--- src/rtl/soc_system_pio_in_dbnc.sv ---
`default_nettype none
// ============================================================================
// Module   : soc_system_pio_in_dbnc
// Brief    : Avalon-MM input PIO with per-bit sync, debounce and edge IRQ.
// Revision : 1.0 - initial release
// ============================================================================
module soc_system_pio_in_dbnc #(
    parameter int               WIDTH           = 10,
    parameter int               SYNC_STAGES     = 2,
    parameter int               DEBOUNCE_CYCLES = 50000,
    parameter logic [WIDTH-1:0] RESET_RISE_EN   = '1,
    parameter logic [WIDTH-1:0] RESET_FALL_EN   = '1
) (
    input  logic             clk,
    input  logic             reset,
    input  logic [2:0]       address,
    input  logic             chipselect,
    input  logic             write_n,
    input  logic [31:0]      writedata,
    input  logic [WIDTH-1:0] in_port,
    output logic [31:0]      readdata,
    output logic             irq
);

    localparam int                 c_CNT_W   = $clog2(DEBOUNCE_CYCLES) + 1;
    localparam logic [c_CNT_W-1:0] c_CNT_MAX = c_CNT_W'(DEBOUNCE_CYCLES - 1);

    logic [SYNC_STAGES-1:0][WIDTH-1:0] r_sync;
    logic [c_CNT_W-1:0]                r_cnt     [WIDTH];
    logic [c_CNT_W-1:0]                w_cnt_nxt [WIDTH];
    logic [WIDTH-1:0]                  w_sync;
    logic [WIDTH-1:0]                  w_deb_nxt;
    logic [WIDTH-1:0]                  w_cnt_nz;
    logic [WIDTH-1:0]                  r_deb;
    logic [WIDTH-1:0]                  r_deb_d;
    logic [WIDTH-1:0]                  r_irq_mask;
    logic [WIDTH-1:0]                  r_edge_capture;
    logic [WIDTH-1:0]                  r_rise_en;
    logic [WIDTH-1:0]                  r_fall_en;
    logic [WIDTH-1:0]                  w_edge;
    logic [WIDTH-1:0]                  w_clr;
    logic [WIDTH-1:0]                  w_wdata;
    logic [31:0]                       w_rd;
    logic                              w_wr;
    logic                              w_busy;
    logic                              r_irq;
    logic                              w_unused_wdata;

    assign w_sync         = r_sync[SYNC_STAGES-1];
    assign w_wr           = chipselect & ~write_n;
    assign w_wdata        = writedata[WIDTH-1:0];
    assign w_unused_wdata = ^writedata;
    assign w_busy         = |w_cnt_nz;

    // Counter restarts whenever the synchronised input agrees with the debounced value.
    generate
        for (genvar i = 0; i < WIDTH; i++) begin : g_dbnc
            logic w_diff;
            logic w_hit;
            assign w_diff       = w_sync[i] ^ r_deb[i];
            assign w_hit        = (r_cnt[i] == c_CNT_MAX);
            assign w_cnt_nxt[i] = (!w_diff || w_hit) ? '0 : r_cnt[i] + c_CNT_W'(1);
            assign w_deb_nxt[i] = (w_diff && w_hit) ? w_sync[i] : r_deb[i];
            assign w_cnt_nz[i]  = |r_cnt[i];
        end
    endgenerate

    assign w_edge = (r_deb & ~r_deb_d & r_rise_en) | (~r_deb & r_deb_d & r_fall_en);
    assign w_clr  = (w_wr && address == 3'd3) ? w_wdata : '0;

    always_comb begin
        w_rd = '0;
        case (address)
            3'd0:    w_rd[WIDTH-1:0] = r_deb;
            3'd1:    w_rd[WIDTH-1:0] = w_sync;
            3'd2:    w_rd[WIDTH-1:0] = r_irq_mask;
            3'd3:    w_rd[WIDTH-1:0] = r_edge_capture;
            3'd4:    w_rd[WIDTH-1:0] = r_rise_en;
            3'd5:    w_rd[WIDTH-1:0] = r_fall_en;
            3'd6:    w_rd[1:0]       = {w_busy, r_irq};
            default: w_rd            = '0;
        endcase
    end

    always_ff @(posedge clk) begin
        if (reset) begin
            r_sync         <= '0;
            r_deb          <= '0;
            r_deb_d        <= '0;
            r_irq_mask     <= '0;
            r_edge_capture <= '0;
            r_rise_en      <= RESET_RISE_EN;
            r_fall_en      <= RESET_FALL_EN;
            r_irq          <= 1'b0;
            readdata       <= '0;
            for (int i = 0; i < WIDTH; i++) begin
                r_cnt[i] <= '0;
            end
        end else begin
            r_sync   <= {r_sync[SYNC_STAGES-2:0], in_port};
            r_cnt    <= w_cnt_nxt;
            r_deb    <= w_deb_nxt;
            r_deb_d  <= r_deb;
            readdata <= w_rd;
            // A new edge wins over a same-cycle clear so no event is lost.
            r_edge_capture <= (r_edge_capture & ~w_clr) | w_edge;
            r_irq          <= |(r_edge_capture & r_irq_mask);
            if (w_wr && address == 3'd2) r_irq_mask <= w_wdata;
            if (w_wr && address == 3'd4) r_rise_en  <= w_wdata;
            if (w_wr && address == 3'd5) r_fall_en  <= w_wdata;
        end
    end

    assign irq = r_irq;

endmodule
`default_nettype wire

--- config.mk ---
export PLATFORM = sky130hd
export DESIGN_NAME = soc_system_pio_in_dbnc
export DESIGN_NICKNAME = d
export VERILOG_FILES = /design/src/rtl/soc_system_pio_in_dbnc.sv
export SDC_FILE = /design/constraint.sdc
export NUM_CORES = 1
export LEC_CHECK = 0
export ABC_AREA = 1
export CAP_MARGIN = 20
export CORE_UTILIZATION = 42
export DETAILED_ROUTE_END_ITERATION = 10
export GPL_TIMING_DRIVEN = 0
export PLACE_DENSITY = 0.64
export RECOVER_POWER = 25
export SLEW_MARGIN = 20
export SYNTH_ARGS = -nofsm -noshare
export SYNTH_HDL_FRONTEND = slang
export SYNTH_SLANG_ARGS = --single-unit
--- constraint.sdc ---
create_clock -name clk -period 1.69 [get_ports clk]
set_clock_uncertainty 0.05 [all_clocks]
set_input_delay 0.2535 -clock clk [delete_from_list [all_inputs] [get_ports clk]]
set_output_delay 0.2535 -clock clk [all_outputs]
set_load 0.02 [all_outputs]
==> results of run 1 <==
[cell type report]
cell class,count,area share
clock buffer,45,0.05923
sequential,261,0.3573
timing repair buffer,70,0.04273
buffer,49,0.02251
multi-input combinational,1128,0.4168
clock inverter,7,0.007953
inverter,241,0.06151
tap,378,0.03198
[stage by stage]
step	utilization	cell area, µm²	hold WS [ps]
floorplan	-	12070	310.5
global placement	0.4618	12900	339.2
detailed placement	0.4618	12900	347.9
CTS	0.5077	14180	129.7
global route	0.5294	14790	171.0
finish	0.5294	14790	141.2
[final timing paths]
kind	from	to	slack [ps]	cells past startpoint
min	address[2]	readdata[1]	140	5
max reg2reg	r_cnt[34]	r_cnt[46]	70	8
min reg2reg	r_sync[3]	w_sync[3]	350	2
max	reset	w_sync[8]	9	4
[worst max-delay path, cell delays in order]
cell and delay [ps]:
dlygate4sd2_1 460, clkbuf_1 440, buf_1 670, nor2_1 180
[power by group through the flow]
stage | combinational [µW] | clock, µW | sequential [µW]
floorplan | 290 | 0 | 6390
global placement | 510 | 0 | 6380
detailed placement | 510 | 0 | 6380
CTS | 516 | 6660 | 6240
global route | 597 | 6930 | 6240
finish | 548 | 6520 | 6240
[cell usage after synthesis (11+ instances only)]
master | count | share of area
nor2_1 | 297 | 0.093
dfxtp_1 | 261 | 0.44
nand2_1 | 258 | 0.081
inv_1 | 239 | 0.075
a21oi_1 | 99 | 0.041
o21ai_0 | 75 | 0.031
nand3_1 | 71 | 0.030
nor3_1 | 62 | 0.026
xor2_1 | 40 | 0.029
buf_4 | 27 | 0.017
nand4_1 | 26 | 0.014
nor3b_1 | 23 | 0.014
o22ai_1 | 17 | 0.0089
a31oi_1 | 15 | 0.0078
ha_1 | 15 | 0.016
nor2_2 | 15 | 0.0078
o211ai_1 | 14 | 0.0088
buf_2 | 11 | 0.0046
[metal layers]
layer	vias up	share of wire	wire, µm
li1	5559	-	-
met1	4855	0.46	13550
met2	270	0.46	13620
met3	57	0.063	1883
met4	0	0.021	631
met5	-	0	0
[flip-flops by register name (all words and copies together) (netlist names)]
register        count
readdata           10
r_cnt             170
r_deb_d            10
r_irq_mask         10
r_edge_capture     10
irq                 1
r_fall_en          10
r_rise_en          10
w_sync             10
r_deb              10
r_sync             10
[repair_timing]
action                                  CTS  global route
cloned                                    0             2
buffers inserted                         17            15
endpoints found under the setup margin  206           177
pin swaps                                16            31
gates resized for setup                  68           145
[cell families (layout without fill, tap and decap cells)]
group / after synthesis / in the layout
and+or+nand+nor: 798 / 798
xor gates and xnor gates: 50 / 50
other: 1 / 22
DFF: 261 / 261
AOI/OAI and AO/OA: 243 / 243
adders and majority gates: 15 / 15
buffers and inverters: 290 / 412
==> run_results.csv, run 1 <==
group,metric,value,unit
yosys,synth_xor_area_frac,0.03653,
global_route,grt_pass1_vias,9896,
placement,gp_congestion,0.9088,
layout,fillers,2687,
power,power.total,13300,µW
placement,place_ws,-794.3,ps
die,fp.dieW,171.0,µm
power,power.leakage,0.005898,µW
critical_path,worstPathMaxFanout,10,
critical_path,end_kind,"register",
power,clkPwrFrac,0.490,
die,pin_count,82,
yosys,synth-compound-area-share,0.1130,
drt,drt_pass1_iterations,5,
clocking,cts.sinks,261,
drt,vias,10740,
clocking,worstSkewPairLatency,550,ps
placement,dpl.hpwl,20860,µm
timing,rsz0062_at_grt,"yes",
timing,worstMarginPinSlew,814.3,ps
power,comb_power_share,0.041,
flow_run,cap_viol_max_count,0,
timing,max_freq,0.5947,GHz
global_route,use_met2,0.3306,
clocking,cts_tree,"done",
power,cellPowerDensity,899.6,nW/µm²
run_status,status,"complete, no violations",
power,irDropWorstVdd,0.8951,mV
clocking,cts_root_buf,"clkbuf_16",
timing,worst_slack,8.613,ps
global_route,antenna_found_initial,0,
clocking,clk_pin_slew,60,ps
yosys,async_flop_share,0,
yosys,synth_top_family_by_area,"simple AND/OR/NAND/NOR gates",
critical_path,startpoint_type,"input port",
clocking,cts_hold_buffers,0,
critical_path,crit_required,2030,ps
yosys,yosysWarningCount,0,
drt,via_per_inst,4.929,
yosys,yosysSeqAreaShare,0.4358,
global_route,overflow,0,
power,internal_power,10410,µW
layout,multi_input_area,6163,µm²
layout,ff_latch_area,5284,µm²
layout,final_common_cell,"nor2_1",
global_route,grtUsageMet3,0.03886,
placement,dp.cells,2093,
yosys,yosysUniqueCellTypes,45,
global_route,grt_pass1_wl,46900,µm
timing,finalCritPeriodShare,0.9949,
power,power_switching,2895,µW
yosys,synthMuxAreaShare,0,
critical_path,crit_arrival,2020,ps
drt,wirelength,29690,µm
yosys,ys.flop_type,"dfxtp_1",
die,core_area,27930,µm²
critical_path,criticalPathCategory,"in2reg",
clocking,cts_buffers,29,
layout,mostFrequentLayoutCells,"269 x nor2_1, 234 x nand2_1, 231 x inv_1, 226 x dfxtp_1, 98 x a21oi_1",
global_route,globalRouteMet1Util,0.2625,
layout,num_antenna_cells,0,
timing,slew_viol_final,0,
drt,wl_per_cell,13.62,µm
yosys,synth_area_per_cell,7.231,µm²
yosys,yosys.area_share.simple,0.2983,
global_route,grt_most_used_layer,"met2",
drt,drc,0,
layout,layout-drive-gt1-share,0.1660,
placement,port_buffers,36,
power,power_frac_seq,0.469,
die,die_h,171.0,µm
yosys,synth_edf_count,0,
die,start_util,0.4292,
yosys,ys_ff_latch,261,
layout,final_nets,1844,
global_route,grt_usage,0.1992,
timing,period_minus_slack,1681,ps
global_route,grt_start_max_net_pins,15,
yosys,syn_area,11990,µm²
die,core.rowCount,61,
clocking,clock_path_buffers,3,
yosys,syn_inst,1658,
power,p_sw_frac,0.2176,
hold_path,hold_class,"in2reg",
clocking,cts.htree.levels,1,
timing,setup_violations,0,
layout,syn2layout_area_growth,23.35,%
yosys,synth_fa_ha_area_frac,0.01565,
timing,slew_headroom,0.4572,
timing,hold_viol,0,
die,die_area,29230,µm²
drt,drtIter0Drc,738,
drt,drtAntennaViolNets,0,
layout,fin_cells,2179,
timing,fin_setup_tns,0,ps
No activity file was read; power rests on OpenSTA's default activity.
==> run 2, diff against run 1 <==
SLEW_MARGIN = 10   (was 20)
==> results of run 2 <==
The final DEF is identical to that of run 1; final timing and power are the same.
==> run 3, diff against run 2 <==
REMOVE_ABC_BUFFERS = 1   (was unset)
==> run_results.csv, run 3 (same netlist as run 1, synthesis figures left out) <==
group,metric,value,unit
run_status,status,"complete, no violations",
critical_path,slowest_delay,630,ps
drt,vias,10630,
die,core_area,27930,µm²
flow_run,cap_viol_max_count,0,
timing,slew_viol_final,0,
critical_path,r2r_end,"r_cnt[33]",
global_route,overflow,0,
layout,layout-drive-gt1-share,0.1670,
timing,max_freq,0.6149,GHz
layout,num_antenna_cells,0,
layout,syn2layout_area_growth,24.13,%
global_route,grt_usage,0.1921,
drt,via_per_inst,4.929,
clocking,clock_path_buffers,3,
timing,setup_violations,0,
power,irDropWorstVdd,0.7766,mV
clocking,cts_buffers,29,
critical_path,startpoint_type,"input port",
global_route,grt_pass1_vias,9719,
layout,mostFrequentLayoutCells,"270 x nor2_1, 234 x nand2_1, 231 x inv_1, 224 x dfxtp_1, 99 x a21oi_1",
clocking,cts_root_buf,"clkbuf_16",
placement,port_buffers,37,
critical_path,r2r-start,"r_cnt[17]",
timing,hold_viol,0,
layout,utilization,0.5327,
die,die_h,171.0,µm
hold_path,min-delay-start,"reset",
layout,final_cell_area,14880,µm²
critical_path,end_kind,"register",
power,cellPowerDensity,910.4,nW/µm²
placement,dpl.hpwl,19050,µm
power,power.leakage,0.005883,µW
drt,wirelength,28270,µm
critical_path,worstRegToRegCells,11,
placement,place_area,12630,µm²
global_route,grt_start_max_net_pins,47,
critical_path,path_depth,6,
hold_path,min_to,"r_sync[5]",
clocking,cts_hold_buffers,0,
timing,period_minus_slack,1626,ps
hold_path,hold_class,"in2reg",
drt,wl_per_cell,13.11,µm
timing,finalCritPeriodShare,0.9623,
critical_path,path_cells,"clkdlybuf4s50_1 > inv_1 > nor3_4 > inv_2 > nor2_4 > a21oi_1",
placement,gp_congestion,0.8606,
layout,largest_reg_flops,170,
die,fp.dieW,171.0,µm
drt,drtAntennaViolNets,0,
critical_path,ff2ff_setup_slack,70,ps
clocking,worstSkewPairLatency,540,ps
drt,drtIter0Drc,857,
layout,regMostFlops,"r_cnt",
timing,worstMarginPinSlew,632.8,ps
drt,drc,0,
critical_path,crit_family,"buffers and inverters",
die,core.rowCount,61,
critical_path,crit_buf_inv,3,
clocking,clk_pin_slew,60,ps
global_route,antenna_found_initial,0,
die,start_util,0.4292,
critical_path,crit_slowest_cell,"clkdlybuf4s50_1",
hold_path,holdPathStages,2,
clocking,cts.htree.levels,1,
layout,final_common_cell,"nor2_1",
layout,fillers,2627,
layout,final_nets,1819,
critical_path,worstPathMaxFanout,10,
drt,drt_pass1_iterations,5,
critical_path,crit_arrival,1990,ps
timing,rsz0062_at_grt,"yes",
die,die_area,29230,µm²
timing,slew_headroom,0.5767,
power,power.total,13550,µW
global_route,grt_pass1_wl,46240,µm
clocking,cts.sinks,261,
critical_path,crit_required,2060,ps
clocking,cts_tree,"done",
critical_path,criticalPathCategory,"in2reg",
die,pin_count,82,
==> run 3: cell type report <==
type                       instances  area [µm²]  share of cell area
sequential                       261        5294              0.3557
timing repair buffer              89       820.8             0.05515
clock inverter                    12       192.7             0.01295
timing repair inverter             1       5.005           0.0003363
tap                              378       473.0             0.03178
clock buffer                      42       864.6             0.05810
multi-input combinational       1132        6320              0.4247
inverter                         241       912.1             0.06129
==> run 3: worst max path at each step <==
| stage | to | startpoint | slack (ps) |
|---|---|---|---|
| 6_report | r_irq_mask[5] | address[1] | 60 |
| 5_1_grt | r_cnt[66] | r_cnt[53] | -60 |
| 4_1_cts | r_irq_mask[5] | address[2] | -30 |
| 3_5_place_dp | r_irq_mask[5] | address[2] | -1070 |
| 3_3_place_gp | r_cnt[162] | reset | -2990 |
| 2_1_floorplan | r_cnt[129] | r_cnt[119] | -20 |
==> run 3: timing repair <==
| action | in CTS | in global routing |
|---|---|---|
| buffers inserted | 26 | 24 |
| pin swaps | 20 | 44 |
| endpoints found under the hold margin | 0 | 0 |
| gates cloned | 2 | 3 |
| endpoints found under the setup margin | 213 | 181 |
| gates resized for setup | 70 | 151 |
==> run 3: metal layers <==
metal / GRT usage / vias up / wire length, µm / part of all wire
met5: 0 / - / 0 / 0
met4: 0.04969 / 0 / 643 / 0.023
met3: 0.03215 / 51 / 1379 / 0.049
met2: 0.3178 / 219 / 13050 / 0.46
met1: 0.2584 / 4851 / 13190 / 0.47
li1: - / 5507 / - / -
==> run 3: per-stage QoR <==
stage          hold slack (ps)  setup WS, ps  TNS [ps]  std cells
5_1_grt                  114.4        -58.64    -307.1       2156
4_1_cts                  80.66        -31.86    -126.9       2129
3_3_place_gp             340.2         -2991   -554150       2045
3_5_place_dp             347.7         -1070   -108100       2047
2_1_floorplan            272.6        -22.18    -94.68       1630
6_report                 107.1         63.76         0       2156
==> run 3: power breakdown <==
| group | switching [µW] | internal [µW] |
|---|---|---|
| clock | 2520 | 4300 |
| combinational | 319 | 173 |
| sequential | 35.5 | 6200 |
